===== config.mk =====
export PLATFORM = sky130hd
export DESIGN_NAME = vga_effect_plotter
export DESIGN_NICKNAME = d
export VERILOG_FILES = /design/src/rtl/vga_plot_pkg.sv /design/src/rtl/knob_octant_decode.sv /design/src/rtl/vga_effect_plotter.sv
export SDC_FILE = /design/constraint.sdc
export NUM_CORES = 1
export LEC_CHECK = 0
export ABC_CLOCK_PERIOD_IN_PS = 12920
export CELL_PAD_IN_SITES_DETAIL_PLACEMENT = 1
export CELL_PAD_IN_SITES_GLOBAL_PLACEMENT = 2
export CORE_MARGIN = 8
export CORE_UTILIZATION = 38
export DETAILED_ROUTE_END_ITERATION = 12
export PLACE_DENSITY = 0.95
export SLEW_MARGIN = 40
export SYNTH_ARGS = -nofsm -noshare
export SYNTH_HDL_FRONTEND = slang
export SYNTH_SLANG_ARGS = --single-unit
export TNS_END_PERCENT = 20

===== constraint.sdc =====
create_clock -name Clock -period 12.92 [get_ports Clock]
set_input_delay 1.938 -clock Clock [delete_from_list [all_inputs] [get_ports Clock]]
set_output_delay 1.938 -clock Clock [all_outputs]
set_load 0.01 [all_outputs]

===== src/rtl/vga_plot_pkg.sv =====
// -----------------------------------------------------------------------------
// vga_plot_pkg
// Shared types and constants for the VGA effect plotter.
//   plotState_t  - sequencer FSM state encoding
//   octant_t     - 3-bit needle direction (0 = up, counting clockwise)
//   needleGeom_t - per-octant step direction and needle length
//   COLOUR_*     - RGB444 colours used for boxes, needles and background
//   needleGeom() - octant -> (x step, y step, length) lookup
// -----------------------------------------------------------------------------
package vga_plot_pkg;

    typedef enum logic [2:0] {
        S_IDLE       = 3'd0,
        S_CLEAR      = 3'd1,
        S_BOX        = 3'd2,
        S_KNOB_START = 3'd3,
        S_ERASE      = 3'd4,
        S_LINE       = 3'd5,
        S_DONE       = 3'd6
    } plotState_t;

    typedef logic [2:0] octant_t;

    // Direction is kept as separate +/- flags so the pixel arithmetic never
    // has to sign-extend a tiny signed field.
    typedef struct packed {
        logic       xPos;
        logic       xNeg;
        logic       yPos;
        logic       yNeg;
        logic [7:0] len;
    } needleGeom_t;

    localparam logic [11:0] COLOUR_ON   = 12'h2c3;
    localparam logic [11:0] COLOUR_OFF  = 12'h222;
    localparam logic [11:0] COLOUR_LINE = 12'hc38;
    localparam logic [11:0] COLOUR_BG   = 12'h000;

    // Diagonal needles are one pixel shorter so they look about as long as
    // the orthogonal ones on screen.
    function automatic needleGeom_t needleGeom(input octant_t oct, input int knobLen);
        needleGeom_t g;
        g = '0;
        case (oct)
            3'd0: g.yNeg = 1'b1;
            3'd1: begin g.xPos = 1'b1; g.yNeg = 1'b1; end
            3'd2: g.xPos = 1'b1;
            3'd3: begin g.xPos = 1'b1; g.yPos = 1'b1; end
            3'd4: g.yPos = 1'b1;
            3'd5: begin g.xNeg = 1'b1; g.yPos = 1'b1; end
            3'd6: g.xNeg = 1'b1;
            default: begin g.xNeg = 1'b1; g.yNeg = 1'b1; end
        endcase
        g.len = oct[0] ? 8'(knobLen - 1) : 8'(knobLen);
        return g;
    endfunction

endpackage


===== src/rtl/knob_octant_decode.sv =====
// -----------------------------------------------------------------------------
// knob_octant_decode
// Combinational control-value decode for the VGA effect plotter.
//   knobValue  in  DATA_W  unsigned control value
//   octant     out 3       needle octant for knobValue
//   lookupOct  in  3       octant whose needle geometry is wanted
//   geom       out         direction flags and pixel count for lookupOct
// The two halves are independent: the sequencer decodes the new value while
// it may still be drawing (erasing) a previously stored octant.
// -----------------------------------------------------------------------------
module knob_octant_decode
    import vga_plot_pkg::*;
#(
    parameter int DATA_W   = 7,
    parameter int KNOB_LEN = 8
) (
    input  logic [DATA_W-1:0] knobValue,
    output octant_t           octant,
    input  octant_t           lookupOct,
    output needleGeom_t       geom
);

    // The value sweep wraps around at the top: both very small and very large
    // values point straight up.
    always_comb begin
        int d;
        d = int'(knobValue);
        if (d <= 8 || d >= 92) octant = 3'd0;
        else if (d < 19)       octant = 3'd1;
        else if (d < 31)       octant = 3'd2;
        else if (d < 43)       octant = 3'd3;
        else if (d < 55)       octant = 3'd4;
        else if (d < 67)       octant = 3'd5;
        else if (d < 79)       octant = 3'd6;
        else                   octant = 3'd7;
    end

    always_comb begin
        geom = needleGeom(lookupOct, KNOB_LEN);
    end

endmodule


===== src/rtl/vga_effect_plotter.sv =====
// -----------------------------------------------------------------------------
// vga_effect_plotter
// Pixel-draw sequencer feeding a VGA adapter write port. Per channel it draws
// an on/off status box and a pointer needle (erasing the old needle first),
// and it clears the whole screen after reset or on request.
//   Clock, Reset  system clock, asynchronous active-high reset
//   clear_req     pulse: queue a full-screen clear
//   box_on_req    per-channel pulse: draw box in COLOUR_ON (wins over off)
//   box_off_req   per-channel pulse: draw box in COLOUR_OFF
//   knob_req      per-channel pulse: redraw needle from knob_data
//   knob_data     packed control values, channel 0 in the LSBs
//   busy          a job is executing or pending
//   done          one-cycle pulse at the end of each job
//   colour, x, y  pixel colour and coordinates, valid with writeEn
//   writeEn       pixel write strobe (one pixel per cycle)
//   stateDbg      current sequencer state
// Optional build macro VGA_PLOT_REDRAW_EN: after a clear, re-queue every box
// (in its last requested colour) and every needle that has ever been set.
//
// Handshake: requests are single-cycle pulses latched into sticky pending
// bits; there is no back-pressure. Priority is clear > box > needle, with one
// round-robin pointer shared by the box and needle classes.
// -----------------------------------------------------------------------------
module vga_effect_plotter
    import vga_plot_pkg::*;
#(
    parameter int NUM_CH   = 3,
    parameter int DATA_W   = 7,
    parameter int SCREEN_W = 160,
    parameter int SCREEN_H = 120,
    parameter int BOX_X0   = 26,
    parameter int BOX_Y0   = 21,
    parameter int BOX_W    = 17,
    parameter int BOX_H    = 7,
    parameter int CH_PITCH = 47,
    parameter int KNOB_CX0 = 33,
    parameter int KNOB_CY  = 52,
    parameter int KNOB_LEN = 8
) (
    input  logic                     Clock,
    input  logic                     Reset,
    input  logic                     clear_req,
    input  logic [NUM_CH-1:0]        box_on_req,
    input  logic [NUM_CH-1:0]        box_off_req,
    input  logic [NUM_CH-1:0]        knob_req,
    input  logic [NUM_CH*DATA_W-1:0] knob_data,
    output logic                     busy,
    output logic                     done,
    output logic [11:0]              colour,
    output logic [7:0]               x,
    output logic [6:0]               y,
    output logic                     writeEn,
    output plotState_t               stateDbg
);

    localparam int CH_W = (NUM_CH > 1) ? $clog2(NUM_CH) : 1;

    localparam logic [7:0] CLR_LAST_X = 8'(SCREEN_W - 1);
    localparam logic [6:0] CLR_LAST_Y = 7'(SCREEN_H - 1);
    localparam logic [7:0] BOX_LAST_I = 8'(BOX_W - 1);
    localparam logic [6:0] BOX_LAST_J = 7'(BOX_H - 1);

    plotState_t state, stateNext;

    logic              clearPend, clearPendNext;
    logic [NUM_CH-1:0] boxPend, boxPendNext;
    logic [NUM_CH-1:0] boxOn, boxOnNext;     // last requested on/off per channel
    logic [NUM_CH-1:0] knobPend, knobPendNext;
    logic [CH_W-1:0]   rrPtr;
    logic [CH_W-1:0]   chSel;
    logic              boxColourOn;
    octant_t           newOct;
    octant_t           octStore [NUM_CH];
    logic [NUM_CH-1:0] lastValid;
    logic [7:0]        cntI;
    logic [6:0]        cntJ;

`ifdef VGA_PLOT_REDRAW_EN
    logic [NUM_CH-1:0] knobSeen;
`endif

    logic              boxFound, knobFound;
    logic [CH_W-1:0]   boxGntCh, knobGntCh;
    logic              grantClear, grantBox, grantKnob;
    logic [NUM_CH-1:0] boxMask, knobMask;
    logic              lastPixel;
    logic              busyNext;

    logic [DATA_W-1:0] knobVals [NUM_CH];
    octant_t           decOct;
    octant_t           drawOct;
    needleGeom_t       geom;

    logic              wrNext, doneNext;
    logic [11:0]       colourNext;
    logic [7:0]        xNext;
    logic [6:0]        yNext;

    // Returns {found, channel}: first set bit at or after start, wrapping.
    function automatic logic [CH_W:0] rrPick(input logic [NUM_CH-1:0] pend,
                                             input logic [CH_W-1:0]   start);
        logic [CH_W:0] r;
        int            idx;
        r = '0;
        for (int k = NUM_CH - 1; k >= 0; k--) begin
            idx = int'(start) + k;
            if (idx >= NUM_CH) idx = idx - NUM_CH;
            if (pend[CH_W'(idx)]) r = {1'b1, CH_W'(idx)};
        end
        return r;
    endfunction

    function automatic logic [CH_W-1:0] rrAfter(input logic [CH_W-1:0] ch);
        return (ch == CH_W'(NUM_CH - 1)) ? '0 : ch + CH_W'(1);
    endfunction

    // ---------------- needle decode ----------------
    always_comb begin
        for (int c = 0; c < NUM_CH; c++) begin
            knobVals[c] = knob_data[c*DATA_W +: DATA_W];
        end
    end

    // While erasing, the geometry must come from the old octant.
    assign drawOct = (state == S_ERASE) ? octStore[chSel] : newOct;

    knob_octant_decode #(
        .DATA_W   (DATA_W),
        .KNOB_LEN (KNOB_LEN)
    ) u_decode (
        .knobValue (knobVals[chSel]),
        .octant    (decOct),
        .lookupOct (drawOct),
        .geom      (geom)
    );

    // ---------------- arbitration ----------------
    always_comb begin
        {boxFound, boxGntCh}   = rrPick(boxPend, rrPtr);
        {knobFound, knobGntCh} = rrPick(knobPend, rrPtr);
        grantClear = (state == S_IDLE) && clearPend;
        grantBox   = (state == S_IDLE) && !clearPend && boxFound;
        grantKnob  = (state == S_IDLE) && !clearPend && !boxFound && knobFound;
        boxMask    = grantBox  ? (NUM_CH'(1) << boxGntCh)  : '0;
        knobMask   = grantKnob ? (NUM_CH'(1) << knobGntCh) : '0;
    end

    always_comb begin
        case (state)
            S_CLEAR:         lastPixel = (cntI == CLR_LAST_X) && (cntJ == CLR_LAST_Y);
            S_BOX:           lastPixel = (cntI == BOX_LAST_I) && (cntJ == BOX_LAST_J);
            S_ERASE, S_LINE: lastPixel = (cntI == geom.len - 8'd1);
            default:         lastPixel = 1'b0;
        endcase
    end

    // Pending bits: a request arriving in the grant cycle survives the clear,
    // so a channel re-requested while in service is served again afterwards.
    always_comb begin
        clearPendNext = (clearPend & ~grantClear) | clear_req;
        boxPendNext   = (boxPend & ~boxMask) | box_on_req | box_off_req;
        boxOnNext     = box_on_req | (boxOn & ~box_off_req);
        knobPendNext  = (knobPend & ~knobMask) | knob_req;
`ifdef VGA_PLOT_REDRAW_EN
        if (state == S_CLEAR && lastPixel) begin
            boxPendNext  = '1;
            knobPendNext = knobPendNext | knobSeen | knob_req;
        end
`endif
    end

    // ---------------- FSM: state register ----------------
    always_ff @(posedge Clock or posedge Reset) begin
        if (Reset) state <= S_IDLE;
        else       state <= stateNext;
    end

    // ---------------- FSM: next state ----------------
    always_comb begin
        stateNext = state;
        case (state)
            S_IDLE: begin
                if (grantClear)     stateNext = S_CLEAR;
                else if (grantBox)  stateNext = S_BOX;
                else if (grantKnob) stateNext = S_KNOB_START;
            end
            S_CLEAR: if (lastPixel) stateNext = S_DONE;
            S_BOX:   if (lastPixel) stateNext = S_DONE;
            S_KNOB_START: begin
                if (lastValid[chSel] && (decOct == octStore[chSel])) stateNext = S_DONE;
                else if (lastValid[chSel])                          stateNext = S_ERASE;
                else                                                stateNext = S_LINE;
            end
            S_ERASE: if (lastPixel) stateNext = S_LINE;
            S_LINE:  if (lastPixel) stateNext = S_DONE;
            S_DONE:  stateNext = S_IDLE;
            default: stateNext = S_IDLE;
        endcase
    end

    // ---------------- FSM: outputs (next values of the output registers) ----
    always_comb begin
        int cx;
        wrNext     = 1'b0;
        doneNext   = (state == S_DONE);
        colourNext = colour;
        xNext      = x;
        yNext      = y;
        cx         = KNOB_CX0 + int'(chSel) * CH_PITCH;
        case (state)
            S_CLEAR: begin
                wrNext     = 1'b1;
                colourNext = COLOUR_BG;
                xNext      = cntI;
                yNext      = cntJ;
            end
            S_BOX: begin
                wrNext     = 1'b1;
                colourNext = boxColourOn ? COLOUR_ON : COLOUR_OFF;
                xNext      = 8'(BOX_X0 + int'(chSel) * CH_PITCH + int'(cntI));
                yNext      = 7'(BOX_Y0 + int'(cntJ));
            end
            S_ERASE, S_LINE: begin
                wrNext     = 1'b1;
                colourNext = (state == S_ERASE) ? COLOUR_BG : COLOUR_LINE;
                xNext      = 8'(cx + (geom.xPos ? int'(cntI) : 0)
                                   - (geom.xNeg ? int'(cntI) : 0));
                yNext      = 7'(KNOB_CY + (geom.yPos ? int'(cntI) : 0)
                                        - (geom.yNeg ? int'(cntI) : 0));
            end
            default: ;
        endcase
        busyNext = (stateNext != S_IDLE) || clearPendNext
                   || (|boxPendNext) || (|knobPendNext);
    end

    // ---------------- datapath and output registers ----------------
    always_ff @(posedge Clock or posedge Reset) begin
        if (Reset) begin
            writeEn     <= 1'b0;
            done        <= 1'b0;
            busy        <= 1'b1;
            colour      <= '0;
            x           <= '0;
            y           <= '0;
            clearPend   <= 1'b1;
            boxPend     <= '0;
            boxOn       <= '0;
            knobPend    <= '0;
            rrPtr       <= '0;
            chSel       <= '0;
            boxColourOn <= 1'b0;
            newOct      <= '0;
            lastValid   <= '0;
            cntI        <= '0;
            cntJ        <= '0;
            for (int c = 0; c < NUM_CH; c++) octStore[c] <= '0;
`ifdef VGA_PLOT_REDRAW_EN
            knobSeen    <= '0;
`endif
        end else begin
            writeEn   <= wrNext;
            done      <= doneNext;
            busy      <= busyNext;
            colour    <= colourNext;
            x         <= xNext;
            y         <= yNext;
            clearPend <= clearPendNext;
            boxPend   <= boxPendNext;
            boxOn     <= boxOnNext;
            knobPend  <= knobPendNext;
`ifdef VGA_PLOT_REDRAW_EN
            knobSeen  <= knobSeen | knob_req;
`endif

            if (grantBox) begin
                chSel       <= boxGntCh;
                boxColourOn <= boxOn[boxGntCh];
                rrPtr       <= rrAfter(boxGntCh);
            end else if (grantKnob) begin
                chSel <= knobGntCh;
                rrPtr <= rrAfter(knobGntCh);
            end

            case (state)
                S_CLEAR: begin
                    if (cntI == CLR_LAST_X) begin
                        cntI <= '0;
                        cntJ <= cntJ + 7'd1;
                    end else begin
                        cntI <= cntI + 8'd1;
                    end
                    if (lastPixel) lastValid <= '0;
                end
                S_BOX: begin
                    if (cntI == BOX_LAST_I) begin
                        cntI <= '0;
                        cntJ <= cntJ + 7'd1;
                    end else begin
                        cntI <= cntI + 8'd1;
                    end
                end
                S_KNOB_START: begin
                    newOct <= decOct;
                    cntI   <= '0;
                    cntJ   <= '0;
                end
                S_ERASE: begin
                    cntI <= lastPixel ? 8'd0 : cntI + 8'd1;
                end
                S_LINE: begin
                    cntI <= lastPixel ? 8'd0 : cntI + 8'd1;
                    if (lastPixel) begin
                        octStore[chSel]  <= newOct;
                        lastValid[chSel] <= 1'b1;
                    end
                end
                default: begin
                    cntI <= '0;
                    cntJ <= '0;
                end
            endcase
        end
    end

    assign stateDbg = state;

endmodule

==> results of run 1 <==
[layout by cell type, fill, tap and decap left out, types with 22 or more instances in the layout]
master           netlist  final
clkdlybuf4s50_1        0     63
dfrtp_1               68     67
ha_1                  48     48
a21oi_1               53     53
nand2_1               49     49
nor2_1                51     51
inv_1                 56     55
xnor2_1               22     22
o21ai_0               33     33
[synthesized netlist by cell type, types with 7 or more instances]
cell type / number
inv_1: 56
mux2i_1: 15
o21bai_1: 8
nor2_1: 51
ha_1: 48
a21o_1: 12
xnor2_1: 22
and2_1: 15
nand2_1: 49
a21oi_1: 53
nand3_1: 12
o2bb2ai_1: 7
buf_2: 12
a22oi_1: 7
fa_1: 10
o21ai_0: 33
o31ai_1: 7
clkbuf_1: 10
buf_4: 13
dfrtp_1: 68
nor2b_1: 15
nor3_1: 12
o211ai_1: 10
xor2_1: 9
mux2_1: 9
[cell families (layout without fill, tap and decap cells)]
logic type,count (synthesis),after routing,share of synthesized area
adders and majority gates,58,58,0.135
DFF,70,70,0.296
buffers and inverters,97,138,0.0786
muxes,28,28,0.0500
xor gates and xnor gates,31,31,0.0457
and+or+nand+nor,197,197,0.180
AOI/OAI and AO/OA,189,189,0.214
other,1,2,0.000632
[critical path, stage by stage (launching register included)]
cell and delay [ns]:
dfrtp_1 0.85, inv_1 0.37, a22oi_1 0.51, a21oi_1 0.25, nor2_1 0.36, nor2_1 0.12, and2_1 0.20, fa_1 0.53
inv_1 0.05, ha_1 0.30, ha_1 0.24, fa_1 0.41, a21oi_1 0.16, nor2_1 0.05, nor2_1 0.11, xor2_1 0.08
a221oi_1 0.27
[through the flow]
| stage | total power [mW] | cell area, um^2 | instances | setup WS (ns) | hold slack (ns) |
|---|---|---|---|---|---|
| after floorplan | 0.249 | 5940 | 672 | 8.85 | 0.449 |
| after global placement | 0.266 | 6600 | 908 | 8.28 | 0.468 |
| after detailed placement | 0.268 | 6610 | 908 | 8.08 | 0.485 |
| after CTS | 0.508 | 6880 | 924 | 8.00 | 0.500 |
| after global routing | 0.522 | 6900 | 924 | 7.57 | 0.508 |
| final | 0.505 | 6900 | 924 | 7.95 | 0.497 |
[sequential cells by signal, indices dropped and copies added (netlist names)]
register,flops
knobPend,3
writeEn,1
cntJ,7
stateDbg,3
y,7
clearPend,1
boxColourOn,1
busy,1
rrPtr,2
x,8
chSel,2
octStore,9
colour,4
boxPend,3
cntI,8
boxOn,3
newOct,3
lastValid,3
done,1
[layout make-up]
type	instances	area, um^2
fill	1770	8360
multi-input combinational	505	3730
sequential	70	1760
timing repair buffer	66	657
tap	211	264
clock buffer	13	260
inverter	56	210
clock inverter	3	18.8
[how the worst min path moves through the flow]
stage / startpoint / endpoint / slack, ns / cells after the start
detailed placement: octStore[1]$_DFFE_PP0P_ / octStore[1]$_DFFE_PP0P_ / 0.48 / 1
finish: octStore[0]$_DFFE_PP0P_ / octStore[0]$_DFFE_PP0P_ / 0.50 / 1
global placement: octStore[0]$_DFFE_PP0P_ / octStore[0]$_DFFE_PP0P_ / 0.47 / 1
floorplan: boxOn[0]$_DFF_PP0_ / boxOn[0]$_DFF_PP0_ / 0.45 / 1
CTS: octStore[8]$_DFFE_PP0P_ / octStore[8]$_DFFE_PP0P_ / 0.50 / 1
global route: octStore[8]$_DFFE_PP0P_ / octStore[8]$_DFFE_PP0P_ / 0.51 / 1
[power by group]
part	switching [mW]	internal [mW]	total, mW
Clock	0.100	0.140	0.240
Sequential	0.00104	0.220	0.221
Combinational	0.0231	0.0200	0.0431
[layer usage]
metal	vias up	wire [um]	GRT usage
met2	100	8850	0.311
li1	2428	-	-
met1	2607	8020	0.226
met5	-	0	0
met4	0	428	0.0741
met3	29	719	0.0334
==> summary.md, run 1 <==
| Metric | Value |
|---|---|
| Status | finished clean |
| Post-CTS setup buffers | 0 |
| Synth top area share | 0.287 |
| Core area | 0.0153 mm^2 |
| # diodes | 0 |
| Area leader, netlist | dfrtp_1 |
| Sequential-to-total area share from yosys stat | 0.296 |
| Routed len/inst | a little under 20 um |
| Vias | 5164 |
| Global-route wire length before repair | 29.2 mm |
| Hpwl dp | 13.6 mm |
| Hold buffers post-CTS | 0 |
| Tmin final | 4.97 ns |
| Overall routed net length | 18.0 mm |
| R2R Setup Slk | 7.95 ns |
| Cts repair resizes | 0 |
| Die X | 141 um |
| Routed vias/inst | 5.59 |
| Worst-case clock buffer depth | 2 |
| Mapped cell area | around 0.0059 mm^2 |
| Req. time, crit path | 13.17 ns |
| Worst VDD drop | 0.0640 mV |
| DRC | 0 |
| Final hold vios | 0 |
| H-tree depth | 3 |
| Unique masters post-synth | 74 |
| NumNets Final | 799 |
| Ports | 66 |
| Tot GR Track Use | 0.183 |
| Port Buffers | 63 |
| Reg2reg start | chSel[0]$_DFFE_PP0P_ |
| Unrepaired setup endpoints after global routing | no |
| Vias in the first global route | 5489 |
| Period Utilization, post-route | 0.385 |
| Actual slew at the worst max-slew pin | between 0.7 and 0.8 ns |
| Reg2reg end | x[6]$_DFFE_PP0P_ |
| Worst Skew | 0.00676 ns |
| Setup crit start | chSel[0]$_DFFE_PP0P_ |
| CP Capture Point | x[6]$_DFFE_PP0P_ |
| # clock sinks | 70 |
| Critical Path Source Type | register |
| Iter 0 DRT Violations | 378 |
| PwrDens | 73.2 mW/mm^2 |
| Die H | 141 um |
| Crit Path Class | register to register |
| Number of flops mapped to enable cells by yosys | 0 |
| Synth Area per Inst | 8.85 um^2 |
| CP arrival | 5.22 ns |
| Clk slew on worst S/H paths | 0.06 ns |
| Area grow syn2layout | 16.2% |
| Max-Cap Viols | 0 |
| Initial Util | 0.389 |
| First drt pass iteration count | 4 |
| Worst skew pair latency | roughly 0.35 ns |
| FMAX | ~200 MHz |
| Congestion Overflow GR | 0 |
| Initial antenna violation count | 0 |
| Row count | 45 |
| FF-to-FF path depth | 16 |
| Max FO, Critical Path | 21 |
| Num CTS Buffers | 9 |
| #FFs+latches synth | 70 |
| Leak | 2.97 nW |
| Post-detailed-route count of antenna-violating nets | 0 |
| Synthesized instance count | between 600 and 700 |
| Setup TNS Final | 0 ns |
| Fraction of registers with async set or reset after synthesis | 1.00 |
| Largest net degree at the start of global routing | 71 |
| Share of post-route cells with drive strength above 1 | 0.0659 |
| Warnings, synthesis | 0 |
| CP endpoint kind | register |
| Final setup vio count | 0 |
| Max-slew violations | 0 |
| Clock Tree Root | clkbuf_16 |
| Synth top area cells | dfrtp_1, ha_1, a21oi_1, inv_1, fa_1 |
| Worst Hold Class | register to register |
| Post-synth top flop | dfrtp_1 |
| Die area | 0.0199 mm^2 |
| Rel. slew slack | 0.470 |
| Final core occ | 0.452 |
| GP Congestion | 0.940 |
| CTS tree | yes |
Note: power is estimated with default switching activity, not from simulation.
==> run 2: changes to the inputs <==
ABC_CLOCK_PERIOD_IN_PS = 4000   (was 12920)
CORE_UTILIZATION = 32   (was 38)
PLACE_DENSITY = 0.88   (was 0.95)
clock period = 4 ns   (was 12.92 ns; I/O delays follow)
==> summary.md, run 2 (synthesis results as in run 1) <==
| Metric | Value |
|---|---|
| CP endpoint kind | register |
| First drt pass iteration count | 4 (unchanged) |
| NumNets Final | 821 (+2.8%) |
| Internal Pwr Total | 1.32 mW (+250%) |
| Congestion Overflow GR | 0 (unchanged) |
| Commonest non-fill, non-tap cell in the layout | dfrtp_1 |
| Rel. slew slack | 0.531 (+0.0610) |
| Worst-case clock buffer depth | 2 (unchanged) |
| Hpwl dp | 13.5 mm (-0.82%) |
| Net Sw Power | 0.401 mW (+220%) |
| Worst skew pair latency | 0.33 ns (-0.02 ns) |
| Crit Path Class | register to register |
| Vias | 5069 (-1.8%) |
| Worst Hold Class | register to register |
| Max-slew violations | 0 (unchanged) |
| Setup TNS Final | 0 ns (unchanged) |
| Final setup vio count | 0 (unchanged) |
| Period Utilization, post-route | 0.934 (+0.549) |
| Flop pwr share | 0.414 (-0.024) |
| FMAX | 268 MHz (+33%) |
| Hold depth | 1 (unchanged) |
| Power Total | 1.73 mW (+240%) |
| Critical Path Most Common Cell | buf_4 |
| Leak | 3.10 nW (+4.1%) |
| CP max-delay cell | dfrtp_2 |
| Actual slew at the worst max-slew pin | 0.703 ns (-0.0916 ns) |
| Pre-CTS setup slack | 0.0265 ns (-8.05 ns) |
| Comb pwr share | 0.082 (-0.003) |
| Clock Tree Root | clkbuf_16 |
| Net switching fraction of the power | 0.232 (-0.0138) |
| GP Congestion | 0.841 (-11%) |
| # clock sinks | 70 (unchanged) |
| Die H | 152 um (+8.0%) |
| # diodes | 0 (unchanged) |
| Largest net degree at the start of global routing | 71 (unchanged) |
| Final core occ | 0.387 (-0.0648) |
| R2R Setup Slk | 0.26 ns (-7.68 ns) |
| Area grow syn2layout | 20.4% |
| Tmin final | 3.74 ns (-1.24 ns) |
| Inst Count DP | 951 (+4.7%) |
| Final instance area | 0.00715 mm^2 (+3.6%) |
| Iter 0 DRT Violations | 305 (-19%) |
| Clk slew on worst S/H paths | 0.06 ns (about the same) |
| PwrDens | 241 mW/mm^2 (+230%) |
| Initial Util | 0.322 (-0.0674) |
| Most flops, register | octStore |
| Req. time, crit path | 4.25 ns (-8.92 ns) |
| DRC | 0 (unchanged) |
| Die X | 152 um (+8.0%) |
| Die area | 0.0232 mm^2 (+17%) |
| Initial antenna violation count | 0 (unchanged) |
| Max FO, Critical Path | 5 (-76%) |
| Final hold slack | 0.488 ns (-0.00855 ns) |
| Num CTS Buffers | 9 (unchanged) |
| Core area | 0.0185 mm^2 (+21%) |
| Worst VDD drop | 0.184 mV (+190%) |
| Routed len/inst | 18.2 um (-6.6%) |
| FF-to-FF path depth | 18 (+2) |
| Final worst slack | 0.263 ns (-7.68 ns) |
| Max-Cap Viols | 0 (unchanged) |
| Non-Filler Instances | 969 (+4.9%) |
| Most frequent cells in the layout | dfrtp_1, clkdlybuf4s50_1, inv_1 |
| Status | finished clean |
| Placed inst area | 0.00680 mm^2 (+2.9%) |
| Max reg flops | 9 (unchanged) |
| Row count | 50 (+11%) |
| Critical-path cell list | nor2b_1 -> buf_4 -> a22oi_4 -> a21oi_4 -> nor2_2 -> buf_4 -> buf_4 -> nor3_1 -> fa_1 -> inv_1 -> ha_1 -> ha_1 -> a21oi_1 -> o21bai_1 -> a21oi_1 -> xnor2_1 -> nand2_1 -> o211ai_1 |
| Part of the power in the clock network | 0.504 (+0.028) |
| Ports | 66 (unchanged) |
| Final hold vios | 0 (unchanged) |
| Overall routed net length | 17.6 mm (-2.1%) |
| H-tree depth | 3 (unchanged) |
| Vias in the first global route | 5416 (-1.3%) |
| Tot GR Track Use | 0.154 (-0.0293) |
| Share of post-route cells with drive strength above 1 | 0.103 (+0.0375) |
| Post-detailed-route count of antenna-violating nets | 0 (unchanged) |
| Routed vias/inst | 5.23 (-6.4%) |
| Critical Path Source Type | register |
| Largest stage delay, worst path | 0.45 ns (-0.40 ns) |
| Global-route wire length before repair | 29.3 mm (+0.42%) |
| Worst Skew | 0.00773 ns (+0.000971 ns) |
| Largest regs | octStore: 9 flops, cntI: 8 flops, x: 8 flops |
| CP arrival | 3.99 ns (-1.23 ns) |
| Port Buffers | 63 (unchanged) |
| CTS tree | yes |
-- run 2: routing by layer --
metal / share of wire / global-route usage
met3: 0.023 / 0.0241
met5: 0 / 0
met1: 0.47 / 0.201
met4: 0.012 / 0.0414
met2: 0.50 / 0.261
-- run 2: path summary, 6_finish.rpt --
path,end,start
worst max-delay path,x[7]$_DFFE_PP0P_,chSel[1]$_DFFE_PP0P_
worst min-delay path,boxOn[0]$_DFF_PP0_,boxOn[0]$_DFF_PP0_
worst max register to register,x[7]$_DFFE_PP0P_,chSel[1]$_DFFE_PP0P_
worst min register to register,boxOn[0]$_DFF_PP0_,boxOn[0]$_DFF_PP0_
max in group asynchronous,chSel[1]$_DFFE_PP0P_,Reset
min in group asynchronous,boxPend[1]$_DFF_PP0_,Reset
-- run 2: what timing repair did --
action	4_1_cts	5_1_grt
buffers inserted	0	2
setup endpoints to repair	0	4
gates resized for setup	0	7
hold buffers	0	0
-- run 2: critical path: cells and delay by family, from the launching register on --
kind / cells / cell delay (ns)
adder cells (fa/ha/maj): 3 / 1.02
AO/OA/AOI/OAI: 6 / 0.90
AND/OR/NAND/NOR: 4 / 0.60
buffers and inverters: 4 / 0.54
flip-flops: 1 / 0.45
XOR/XNOR: 1 / 0.13
-- run 2: layout make-up --
| class | instances | area (um^2) |
|---|---|---|
| clock inverter | 6 | 86.3 |
| timing repair buffer | 88 | 822 |
| inverter | 56 | 210 |
| fill | 2142 | 11300 |
| tap | 234 | 293 |
| multi-input combinational | 505 | 3750 |
| clock buffer | 10 | 229 |
| sequential | 70 | 1760 |
-- run 2: power by group through the flow --
stage / sequential [mW] / clock [mW] / combinational [mW]
3_5_place_dp: 0.727 / 0 / 0.143
6_report: 0.714 / 0.870 / 0.141
2_1_floorplan: 0.726 / 0 / 0.0792
5_1_grt: 0.714 / 0.917 / 0.157
3_3_place_gp: 0.727 / 0 / 0.140
4_1_cts: 0.714 / 0.890 / 0.144
